**config.mk**
```make
export PLATFORM = sky130hd
export DESIGN_NAME = csr_access_ctrl
export DESIGN_NICKNAME = d
export VERILOG_FILES = /design/src/rtl/csr_access_ctrl_pkg.sv /design/src/rtl/csr_ex_prio.sv /design/src/rtl/csr_access_ctrl.sv
export SDC_FILE = /design/constraint.sdc
export NUM_CORES = 1
export LEC_CHECK = 0
export ABC_AREA = 1
export BUFFER_PORTS_ARGS = -buffer_cell sky130_fd_sc_hd__buf_2
export CORE_AREA = 4 4 171 173
export CTS_CLUSTER_SIZE = 8
export DETAILED_ROUTE_END_ITERATION = 16
export DIE_AREA = 0 0 175 177
export HOLD_SLACK_MARGIN = 0.06
export PLACE_DENSITY_LB_ADDON = 0.2
export SLEW_MARGIN = 10
export SYNTH_ARGS = -nofsm -noshare
export SYNTH_HDL_FRONTEND = slang
export SYNTH_SLANG_ARGS = --single-unit
```
**constraint.sdc**
```tcl
create_clock -name clk -period 3.1 [get_ports clk]
set_input_delay 0.31 -clock clk [delete_from_list [all_inputs] [get_ports clk]]
set_output_delay 0.31 -clock clk [all_outputs]
set_load 0.03 [all_outputs]
```
**src/rtl/csr_access_ctrl_pkg.sv**
```systemverilog
// Shared op encodings, exception codes and CSR numbers for the CSR access controller.
// Optional CSRXCHG support is selected by the CSR_XCHG_EN macro in the importing files.
package csr_access_ctrl_pkg;

    localparam logic [2:0] OP_NONE    = 3'd0;
    localparam logic [2:0] OP_CSRRD   = 3'd1;
    localparam logic [2:0] OP_CSRWR   = 3'd2;
    localparam logic [2:0] OP_CSRXCHG = 3'd3;
    localparam logic [2:0] OP_ERTN    = 3'd4;
    localparam logic [2:0] OP_SYSCALL = 3'd5;
    localparam logic [2:0] OP_BREAK   = 3'd6;

    localparam logic [5:0] ECODE_INT = 6'h00;
    localparam logic [5:0] ECODE_SYS = 6'h0B;
    localparam logic [5:0] ECODE_BRK = 6'h0C;
    localparam logic [5:0] ECODE_INE = 6'h0D;

    localparam logic [13:0] CSR_SAVE0 = 14'h0030;

    typedef enum logic [0:0] {
        ST_RUN   = 1'b0,
        ST_FLUSH = 1'b1
    } flush_state_e;

    typedef struct packed {
        logic        valid;
        logic        intr;
        logic [31:0] pc;
        logic [2:0]  op;
        logic [13:0] num;
        logic [31:0] rd;
        logic        ex;
        logic [5:0]  ecode;
        logic [8:0]  esubcode;
    } stage_t;

endpackage

```
**src/rtl/csr_ex_prio.sv**
```systemverilog
// Combinational exception priority encoder: INT > upstream > SYSCALL > BREAK > INE.
// INE for CSRXCHG exists only when CSR_XCHG_EN is undefined.
module csr_ex_prio
    import csr_access_ctrl_pkg::*;
(
    input  logic       intr,
    input  logic       in_ex,
    input  logic [5:0] in_ecode,
    input  logic [8:0] in_esubcode,
    input  logic [2:0] op,
    output logic       ex,
    output logic [5:0] ecode,
    output logic [8:0] esubcode
);

    // select the highest-priority cause for the staged beat
    always_comb begin
        ex       = 1'b0;
        ecode    = 6'h00;
        esubcode = 9'h000;
        if (intr) begin
            ex    = 1'b1;
            ecode = ECODE_INT;
        end else if (in_ex) begin
            ex       = 1'b1;
            ecode    = in_ecode;
            esubcode = in_esubcode;
        end else if (op == OP_SYSCALL) begin
            ex    = 1'b1;
            ecode = ECODE_SYS;
        end else if (op == OP_BREAK) begin
            ex    = 1'b1;
            ecode = ECODE_BRK;
`ifndef CSR_XCHG_EN
        end else if (op == OP_CSRXCHG) begin
            ex    = 1'b1;
            ecode = ECODE_INE;
`endif
        end else begin
            ex       = 1'b0;
            ecode    = 6'h00;
            esubcode = 9'h000;
        end
    end

endmodule

```
**src/rtl/csr_access_ctrl.sv**
```systemverilog
// CSR access controller: one-entry stage between writeback and the CSR file, plus flush FSM.
// Macro CSR_XCHG_EN enables CSRXCHG; otherwise CSRXCHG raises INE.
module csr_access_ctrl
    import csr_access_ctrl_pkg::*;
(
    input  logic        clk,
    input  logic        resetn,
    input  logic        in_valid,
    output logic        in_ready,
    input  logic [31:0] in_pc,
    input  logic [2:0]  in_op,
    input  logic [13:0] in_csr_num,
    input  logic [31:0] in_rd_data,
    input  logic [31:0] in_rj_data,
    input  logic        in_ex,
    input  logic [5:0]  in_ecode,
    input  logic [8:0]  in_esubcode,
    output logic        out_rf_we,
    output logic [31:0] out_rf_wdata,
    output logic        flush_valid,
    output logic [31:0] flush_target,
    input  logic        flush_ack,
    output logic        csr_we,
    output logic [13:0] csr_wnum,
    output logic [31:0] csr_wvalue,
    output logic [31:0] csr_wmask,
    output logic [13:0] csr_rnum,
    input  logic [31:0] csr_rvalue,
    output logic        wb_ex,
    output logic [5:0]  wb_ecode,
    output logic [8:0]  wb_esubcode,
    output logic [31:0] wb_pc,
    output logic        ertn_flush,
    input  logic [31:0] ex_entry,
    input  logic [31:0] ex_ra,
    input  logic        has_int
);

    stage_t       stg_r;
    flush_state_e state_r;
    logic         flush_valid_r;
    logic [31:0]  flush_target_r;

    logic         ex_s;
    logic [5:0]   ecode_s;
    logic [8:0]   esubcode_s;
    logic         csr_op_s;
    logic         wr_op_s;
    logic [31:0]  mask_s;
    logic         trig_s;

`ifdef CSR_XCHG_EN
    logic [31:0]  stg_rj_r;
`else
    logic         unused_rj_s;
    assign unused_rj_s = ^in_rj_data;
`endif

    csr_ex_prio u_ex_prio (
        .intr        (stg_r.intr),
        .in_ex       (stg_r.ex),
        .in_ecode    (stg_r.ecode),
        .in_esubcode (stg_r.esubcode),
        .op          (stg_r.op),
        .ex          (ex_s),
        .ecode       (ecode_s),
        .esubcode    (esubcode_s)
    );

    // decode the staged op; the stage only holds a beat while in RUN
    always_comb begin
        csr_op_s = 1'b0;
        wr_op_s  = 1'b0;
        mask_s   = 32'hFFFF_FFFF;
        case (stg_r.op)
            OP_CSRRD: begin
                csr_op_s = 1'b1;
            end
            OP_CSRWR: begin
                csr_op_s = 1'b1;
                wr_op_s  = 1'b1;
            end
`ifdef CSR_XCHG_EN
            OP_CSRXCHG: begin
                csr_op_s = 1'b1;
                wr_op_s  = 1'b1;
                mask_s   = stg_rj_r;
            end
`endif
            default: begin
                csr_op_s = 1'b0;
                wr_op_s  = 1'b0;
            end
        endcase
    end

    assign trig_s = stg_r.valid && (ex_s || (stg_r.op == OP_ERTN));

    // stage-driven outputs, gated so an empty stage presents all zeros
    always_comb begin
        csr_we       = 1'b0;
        csr_wnum     = 14'h0000;
        csr_wvalue   = 32'h0000_0000;
        csr_wmask    = 32'h0000_0000;
        csr_rnum     = 14'h0000;
        out_rf_we    = 1'b0;
        out_rf_wdata = 32'h0000_0000;
        wb_ex        = 1'b0;
        wb_ecode     = 6'h00;
        wb_esubcode  = 9'h000;
        wb_pc        = 32'h0000_0000;
        ertn_flush   = 1'b0;
        if (stg_r.valid && ex_s) begin
            wb_ex       = 1'b1;
            wb_ecode    = ecode_s;
            wb_esubcode = esubcode_s;
            wb_pc       = stg_r.pc;
        end else if (stg_r.valid && csr_op_s) begin
            csr_rnum     = stg_r.num;
            out_rf_we    = 1'b1;
            out_rf_wdata = csr_rvalue;
            csr_we       = wr_op_s;
            csr_wnum     = wr_op_s ? stg_r.num : 14'h0000;
            csr_wvalue   = wr_op_s ? stg_r.rd : 32'h0000_0000;
            csr_wmask    = wr_op_s ? mask_s : 32'h0000_0000;
        end else if (stg_r.valid && (stg_r.op == OP_ERTN)) begin
            ertn_flush = 1'b1;
        end else begin
            ertn_flush = 1'b0;
        end
    end

    // stage register: beats accepted in FLUSH or behind a flushing beat are dropped
    always_ff @(posedge clk or negedge resetn) begin
        if (!resetn) begin
            stg_r <= '0;
        end else if ((state_r == ST_RUN) && !trig_s && in_valid) begin
            stg_r.valid    <= 1'b1;
            stg_r.intr     <= has_int;
            stg_r.pc       <= in_pc;
            stg_r.op       <= in_op;
            stg_r.num      <= in_csr_num;
            stg_r.rd       <= in_rd_data;
            stg_r.ex       <= in_ex;
            stg_r.ecode    <= in_ecode;
            stg_r.esubcode <= in_esubcode;
        end else begin
            stg_r <= '0;
        end
    end

`ifdef CSR_XCHG_EN
    // xchg mask travels alongside the stage
    always_ff @(posedge clk or negedge resetn) begin
        if (!resetn) begin
            stg_rj_r <= 32'h0000_0000;
        end else if ((state_r == ST_RUN) && !trig_s && in_valid) begin
            stg_rj_r <= in_rj_data;
        end else begin
            stg_rj_r <= 32'h0000_0000;
        end
    end
`endif

    // flush FSM: hold the redirect until the front end acknowledges it
    always_ff @(posedge clk or negedge resetn) begin
        if (!resetn) begin
            state_r        <= ST_RUN;
            flush_valid_r  <= 1'b0;
            flush_target_r <= 32'h0000_0000;
        end else begin
            case (state_r)
                ST_RUN: begin
                    if (trig_s) begin
                        state_r        <= ST_FLUSH;
                        flush_valid_r  <= 1'b1;
                        flush_target_r <= ex_s ? ex_entry : ex_ra;
                    end else begin
                        state_r        <= ST_RUN;
                        flush_valid_r  <= 1'b0;
                        flush_target_r <= 32'h0000_0000;
                    end
                end
                ST_FLUSH: begin
                    if (flush_ack) begin
                        state_r        <= ST_RUN;
                        flush_valid_r  <= 1'b0;
                        flush_target_r <= 32'h0000_0000;
                    end else begin
                        state_r        <= ST_FLUSH;
                        flush_valid_r  <= 1'b1;
                        flush_target_r <= flush_target_r;
                    end
                end
                default: begin
                    state_r        <= ST_RUN;
                    flush_valid_r  <= 1'b0;
                    flush_target_r <= 32'h0000_0000;
                end
            endcase
        end
    end

    assign in_ready     = 1'b1;
    assign flush_valid  = flush_valid_r;
    assign flush_target = flush_target_r;

endmodule
```
==> flow_summary.toml, run 1 <==
[job]
drv_cap = 0

[clocking]
cts_buffer_depth = 2
cts_root_buf = "clkbuf_16"
postCtsResizedCells = 0
clk_pin_slew_ps = 60
cts_tree = "built"
clk_latency_ps = 410
cts_inserted_buffers = 17
h-tree-depth = 4
cts_sinks = 132

[finish]
drive_gt1_frac = 0.3658
layout.nets = 1491
stdcell_area_um2 = 9366
syn_to_final_growth_pct = 42.73
utilization = 0.3390

[yosys]
ys_warn_count = 0
syn_area_um2 = 6563
syn_inst = 900
synth-seq-cells = 132
synth.distinct_cells = 23
syn_nets = 1130
synth.avg_cell_area_um2 = 7.292
ys_seq_area_frac = 0.5033

[critical_path]
r2r_slack_ps = 790
criticalPathCategory = "reg2out"
ff2ff_path_depth = 6
cpMostUsedCell = "nand2_4"
path_max_fanout = 46
crit_slowest_cell = "buf_4"
cp.arrival_ps = 2490
start_kind = "flop"
worstSetupEndpointType = "output port"
crit_path_cell_trace = "clkinv_1 -> nand2_4 -> nand2_4 -> nand3_2 -> buf_4 -> nor2_1 -> buf_2"
crit_required_ps = 2790
slowest_delay_ps = 440

[routing]
vias = 6464
drtPass1Iterations = 4
via_per_inst = 3.910
drtIter0Drc = 247
ant_nets = 0
routedWlPerCell_um = 13.25
drc_errors = 0
wl_um = 21910

[power_and_ir_drop]
p_leak_nw = 5.926
power_mw = 6.477
p_per_area_nw_per_um2 = 691.5
internal_power_mw = 3.920
p_switching_mw = 2.557
power_frac_comb = 0.335
vdd_drop_max_mv = 0.3479
p_sw_frac = 0.3947
pwr-share-clk = 0.326
p_seq_frac = 0.339

[run_status]
outcome = "finished clean"

[floorplanning]
core_area_um2 = 27630
die_h_um = 177
start_util = 0.2375
dieArea_um2 = 30980
io_pins = 439
rows = 61
die_w_um = 175

[worst_hold_path]
whs_path_depth = 3
hold_path.class = "in2reg"

[timing]
fmax_ghz = 0.3572
max_slew_margin = 0.3787
tns_ps = 0
final_hold_viol_count = 0
period_needed_ps = 2800
rsz0062_at_grt = "false"
fin_skew_ps = 9.582
finalSetupViolations = 0
period_share = 0.9032
slew_viol_final = 0
worst_pin_slew_ps = 932.0
fin_ws_ps = 300.2

[global_route]
antenna_found_initial = 4
grt_pass1_wl_um = 33720
grt_overflow_total = 0
grt_pass1_vias = 6393
grt_max_degree = 76
track_usage = 0.1368

[placement]
hpwl_um = 16180
port_buffers = 405
place.gp.congestion = 0.7596
place_ws_ps = 679.8
place_area_um2 = 8745
## path summary, 6_finish.rpt
| check | end | from |
|---|---|---|
| max reg2reg | stg_r[21] | stg_r[97] |
| max | csr_wvalue[10] | stg_r[97] |
| min in group asynchronous | stg_r[72] | resetn |
| min reg2reg | flush_target[22] | flush_target[22] |
| min | stg_r[29] | in_rd_data[13] |
| max in group asynchronous | stg_r[25] | resetn |
## repair_timing
action / 4_1_cts / 5_1_grt
setup buffers: 0 / 0
hold endpoints to repair: 59 / 0
hold buffers: 1 / 0
## cells in the mapped netlist, drive strengths merged
library cell | number | share of area
nand4 | 1 | 0.0032
nor2 | 228 | 0.13
dfrtp | 132 | 0.50
nand3 | 54 | 0.041
nand2 | 151 | 0.089
clkbuf | 29 | 0.017
o21ai | 19 | 0.014
a21oi | 1 | 0.00076
clkinv | 2 | 0.0011
nand3b | 15 | 0.017
nor3 | 4 | 0.0031
buf | 48 | 0.051
inv | 214 | 0.12
conb | 1 | 0.00057
nor4 | 1 | 0.00095
## routing by layer
metal	GRT usage	routed length [µm]	vias up
li1	-	-	3245
met4	0.03404	299	6
met2	0.2471	11100	247
met1	0.1531	8528	2944
met5	0	39	-
met3	0.05063	1943	22
## per-stage QoR
stage	std cells	hold slack [ps]
2_1_floorplan	900	14.41
3_3_place_gp	1619	347.8
3_5_place_dp	1619	343.1
4_1_cts	1652	67.30
5_1_grt	1653	75.50
6_report	1653	95.80
## critical path, delay by kind of cell (launching register included)
family	cells	cell delay [ps]
buffers and inverters	3	1050
AND/OR/NAND/NOR	4	560
flip-flops	1	420
## final cells by class
| cell class | count | area, µm² |
|---|---|---|
| timing repair buffer | 419 | 2153 |
| antenna | 1 | 2.502 |
| multi-input combinational | 475 | 2014 |
| sequential | 132 | 3303 |
| clock inverter | 13 | 176.4 |
| fill | 3056 | 18260 |
| tap | 378 | 473.0 |
| clock buffer | 19 | 432.9 |
| inverter | 216 | 810.8 |
## power by group through the flow
stage / Combinational, mW / Sequential [mW] / Clock (mW)
after CTS: 2.23 / 2.20 / 2.19
after global routing: 2.42 / 2.24 / 2.26
after floorplan: 1.30 / 2.44 / 0
after detailed placement: 2.22 / 2.23 / 0
final: 2.17 / 2.20 / 2.11
after global placement: 2.22 / 2.22 / 0
## registers in the layout, indices dropped and copies added, names as in the netlist
name,flops
stg_r,99
flush_valid,1
flush_target,32
## placed cells by master (no fill, tap or decap), drive strengths merged, types with 4 or more instances in the layout
master | Yosys | routed
clkinv | 2 | 6
inv | 214 | 217
o21ai | 19 | 19
dfrtp | 132 | 132
buf | 48 | 418
nand3 | 54 | 54
nor2 | 228 | 228
nand2 | 151 | 151
clkbuf | 29 | 19
nor3 | 4 | 4
nand3b | 15 | 15
## kinds of logic (layout without fill, tap and decap cells)
kind of cell / Yosys count / in the layout / share of synthesized area
AOI/OAI and AO/OA: 20 / 20 / 0.01525
buffers and inverters: 293 / 667 / 0.1908
DFF: 132 / 132 / 0.5033
other: 1 / 2 / 0.0005714
and+or+nand+nor: 454 / 454 / 0.2900
Power figures use the tool's default switching activity.
==> inputs of run 2 (changes only) <==
--- a/config.mk
+++ b/config.mk
@@ -5,12 +5,11 @@
 export SDC_FILE = /design/constraint.sdc
 export NUM_CORES = 1
 export LEC_CHECK = 0
-export ABC_AREA = 1
 export BUFFER_PORTS_ARGS = -buffer_cell sky130_fd_sc_hd__buf_2
-export CORE_AREA = 4 4 171 173
+export CORE_AREA = 4 4 167 169
 export CTS_CLUSTER_SIZE = 8
 export DETAILED_ROUTE_END_ITERATION = 16
-export DIE_AREA = 0 0 175 177
+export DIE_AREA = 0 0 171 173
 export HOLD_SLACK_MARGIN = 0.06
 export PLACE_DENSITY_LB_ADDON = 0.2
 export SLEW_MARGIN = 10
==> flow_summary.toml, run 2 <==
[run_status]
outcome = "finished clean"

[finish]
drive_gt1_frac = 0.4314
syn_to_final_growth_pct = 37.75
largest_reg_flops = 99
layout.nets = 1295
most-common-layout-cells = "404 x buf_2, 223 x and2_1, 131 x dfrtp_1, 64 x nand4_1, 34 x nor2b_1"
antenna_cells = 0
mostFrequentLayoutCell = "buf_2"
largest-register = "stg_r"

[worst_hold_path]
whs_path_depth = 2
hold_path.class = "in2reg"
min_to = "stg_r[24]"
min_from = "in_rd_data[8]"

[timing]
rsz0062_at_grt = "false"
fin_skew_ps = 13.72
finalSetupViolations = 0
tns_ps = 0
max_slew_margin = 0.4346
final_hold_viol_count = 0
period_share = 0.8492
slew_viol_final = 0
fmax_ghz = 0.3799
period_needed_ps = 2633
worst_pin_slew_ps = 848.1

[power_and_ir_drop]
power_mw = 6.358
p_leak_nw = 5.301
p_per_area_nw_per_um2 = 649.8
vdd_drop_max_mv = 0.3357

[yosys]
netlist_top_cells_count = "223 x and2_1, 132 x dfrtp_1, 64 x nand4_1, 54 x clkbuf_1"
synth.distinct_cells = 35
synth-simple-area-share = 0.3697
synth_edf_count = 0
synthAdderAreaFrac = 0
synth_ff_type = "dfrtp_1"
yosys.cell_count.top_type = "and2_1"
synth_top_family_by_area = "simple AND/OR/NAND/NOR gates"
syn_inst = 731
synth.area.top_cells = "dfrtp_1 47%, and2_1 20%, nand4_1 5.6%"
synth_largest_area_cell = "dfrtp_1"
synth_compound_area_frac = 0.08103
yosys-mux-area-fraction = 0
ys_seq_area_frac = 0.4650
synth-async-reset-ratio = 1.000
synth_top_area_frac = 0.4650
ys_warn_count = 0
syn_area_um2 = 7103
synth-seq-cells = 132
synth.avg_cell_area_um2 = 9.717
syn_nets = 961
synth_xor_area_frac = 0.003699

[critical_path]
r2r_start = "stg_r[63]"
cp_top_family = "buffers and inverters"
r2r_end = "stg_r[53]"
criticalPathCategory = "reg2out"
crit_path_cell_trace = "nand3b_1 -> nor3b_2 -> buf_4 -> and2_1 -> buf_2"
crit_buf_inv = 2
path_max_fanout = 79
cp.arrival_ps = 2320
crit_required_ps = 2790
ff2ff_path_depth = 5
start_kind = "flop"
worstSetupEndpointType = "output port"
r2r_slack_ps = 940
slowest_delay_ps = 500
crit_slowest_cell = "dfrtp_4"

[clocking]
cts_tree = "built"
postCtsResizedCells = 0
cts_sinks = 132
h-tree-depth = 4
hold_buffers = 1
clk_pin_slew_ps = 80
cts_inserted_buffers = 17
clk_latency_ps = 420
cts_buffer_depth = 2
cts_root_buf = "clkbuf_16"
post_cts_buffers = 0

[routing]
vias = 6579
drc_errors = 0
drtIter0Drc = 355
routedWlPerCell_um = 17.81
ant_nets = 0
wl_um = 25270
via_per_inst = 4.636
drtPass1Iterations = 5

[floorplanning]
io_pins = 439
dieArea_um2 = 29580
die_w_um = 171
start_util = 0.2673
rows = 60
die_h_um = 173
core_area_um2 = 26580

[placement]
hpwl_um = 17390
place.gp.congestion = 0.7903
port_buffers = 405

[job]
drv_cap = 0

[global_route]
grt_pass1_vias = 6546
antenna_found_initial = 3
grt_max_degree = 86
grt_pass1_wl_um = 38500
grt_overflow_total = 0
track_usage = 0.1657
## run 2: changes by cell type after synthesis, moves of 22 or more
| cell | previous run | this run |
|---|---|---|
| nand4_1 | 0 | 64 |
| a22oi_1 | 0 | 32 |
| a22o_1 | 0 | 32 |
| and2_1 | 0 | 223 |
| nor2_1 | 218 | 4 |
| nor2b_1 | 0 | 35 |
| nand4b_1 | 0 | 32 |
| inv_1 | 213 | 1 |
| clkbuf_1 | 29 | 54 |
| nand3_1 | 54 | 32 |
| nand2_1 | 147 | 3 |
## run 2: kinds of logic (layout without fill, tap and decap cells)
group,count (synthesis),count (layout)
compound gates,72,72
buf+inv,109,456
flops,132,132
xor+xnor,3,3
simple gates,414,414
other cells,1,1
## run 2: layout make-up
class | instances | area [µm²]
clock inverter | 15 | 157.7
sequential | 132 | 3307
multi-input combinational | 490 | 3268
inverter | 1 | 3.754
fill | 2790 | 16790
tap | 341 | 426.7
clock buffer | 17 | 425.4
timing repair buffer | 423 | 2196
## run 2: how the worst max path moves through the flow
stage                     startpoint              to  cells past startpoint  slack (ps)
final                      stg_r[64]  csr_wvalue[29]                      5         470
after global routing       stg_r[64]  csr_wvalue[29]                      5         280
after CTS                  stg_r[64]  csr_wvalue[29]                      5         400
after detailed placement   stg_r[64]  csr_wvalue[29]                      5         870
after global placement     stg_r[64]  csr_wvalue[29]                      5         850
after floorplan            stg_r[15]    csr_wnum[10]                      6         300
## run 2: layer usage
layer | GRT usage | wire length (µm)
met5 | 0 | 7
met4 | 0.03334 | 197
met1 | 0.2182 | 10840
met2 | 0.2648 | 11930
met3 | 0.05807 | 2295
## run 2: power breakdown
| part | internal, mW | leakage [nW] | switching, mW | total, mW |
|---|---|---|---|---|
| Sequential | 2.03 | 1.76 | 0.141 | 2.17 |
| Combinational | 0.730 | 3.26 | 1.43 | 2.16 |
| Clock | 1.08 | 0.278 | 0.947 | 2.03 |
## run 2: metrics by stage
stage	utilization	cell area, µm²	hold slack (ps)	worst slack, ps	instances
2_1_floorplan	-	7103	14.41	303.5	731
3_3_place_gp	0.3459	9191	442.7	854.0	1386
3_5_place_dp	0.3459	9191	441.4	867.1	1386
4_1_cts	0.3682	9784	68.52	402.3	1419
5_1_grt	0.3682	9784	68.86	277.8	1419
6_report	0.3682	9784	87.88	467.4	1419
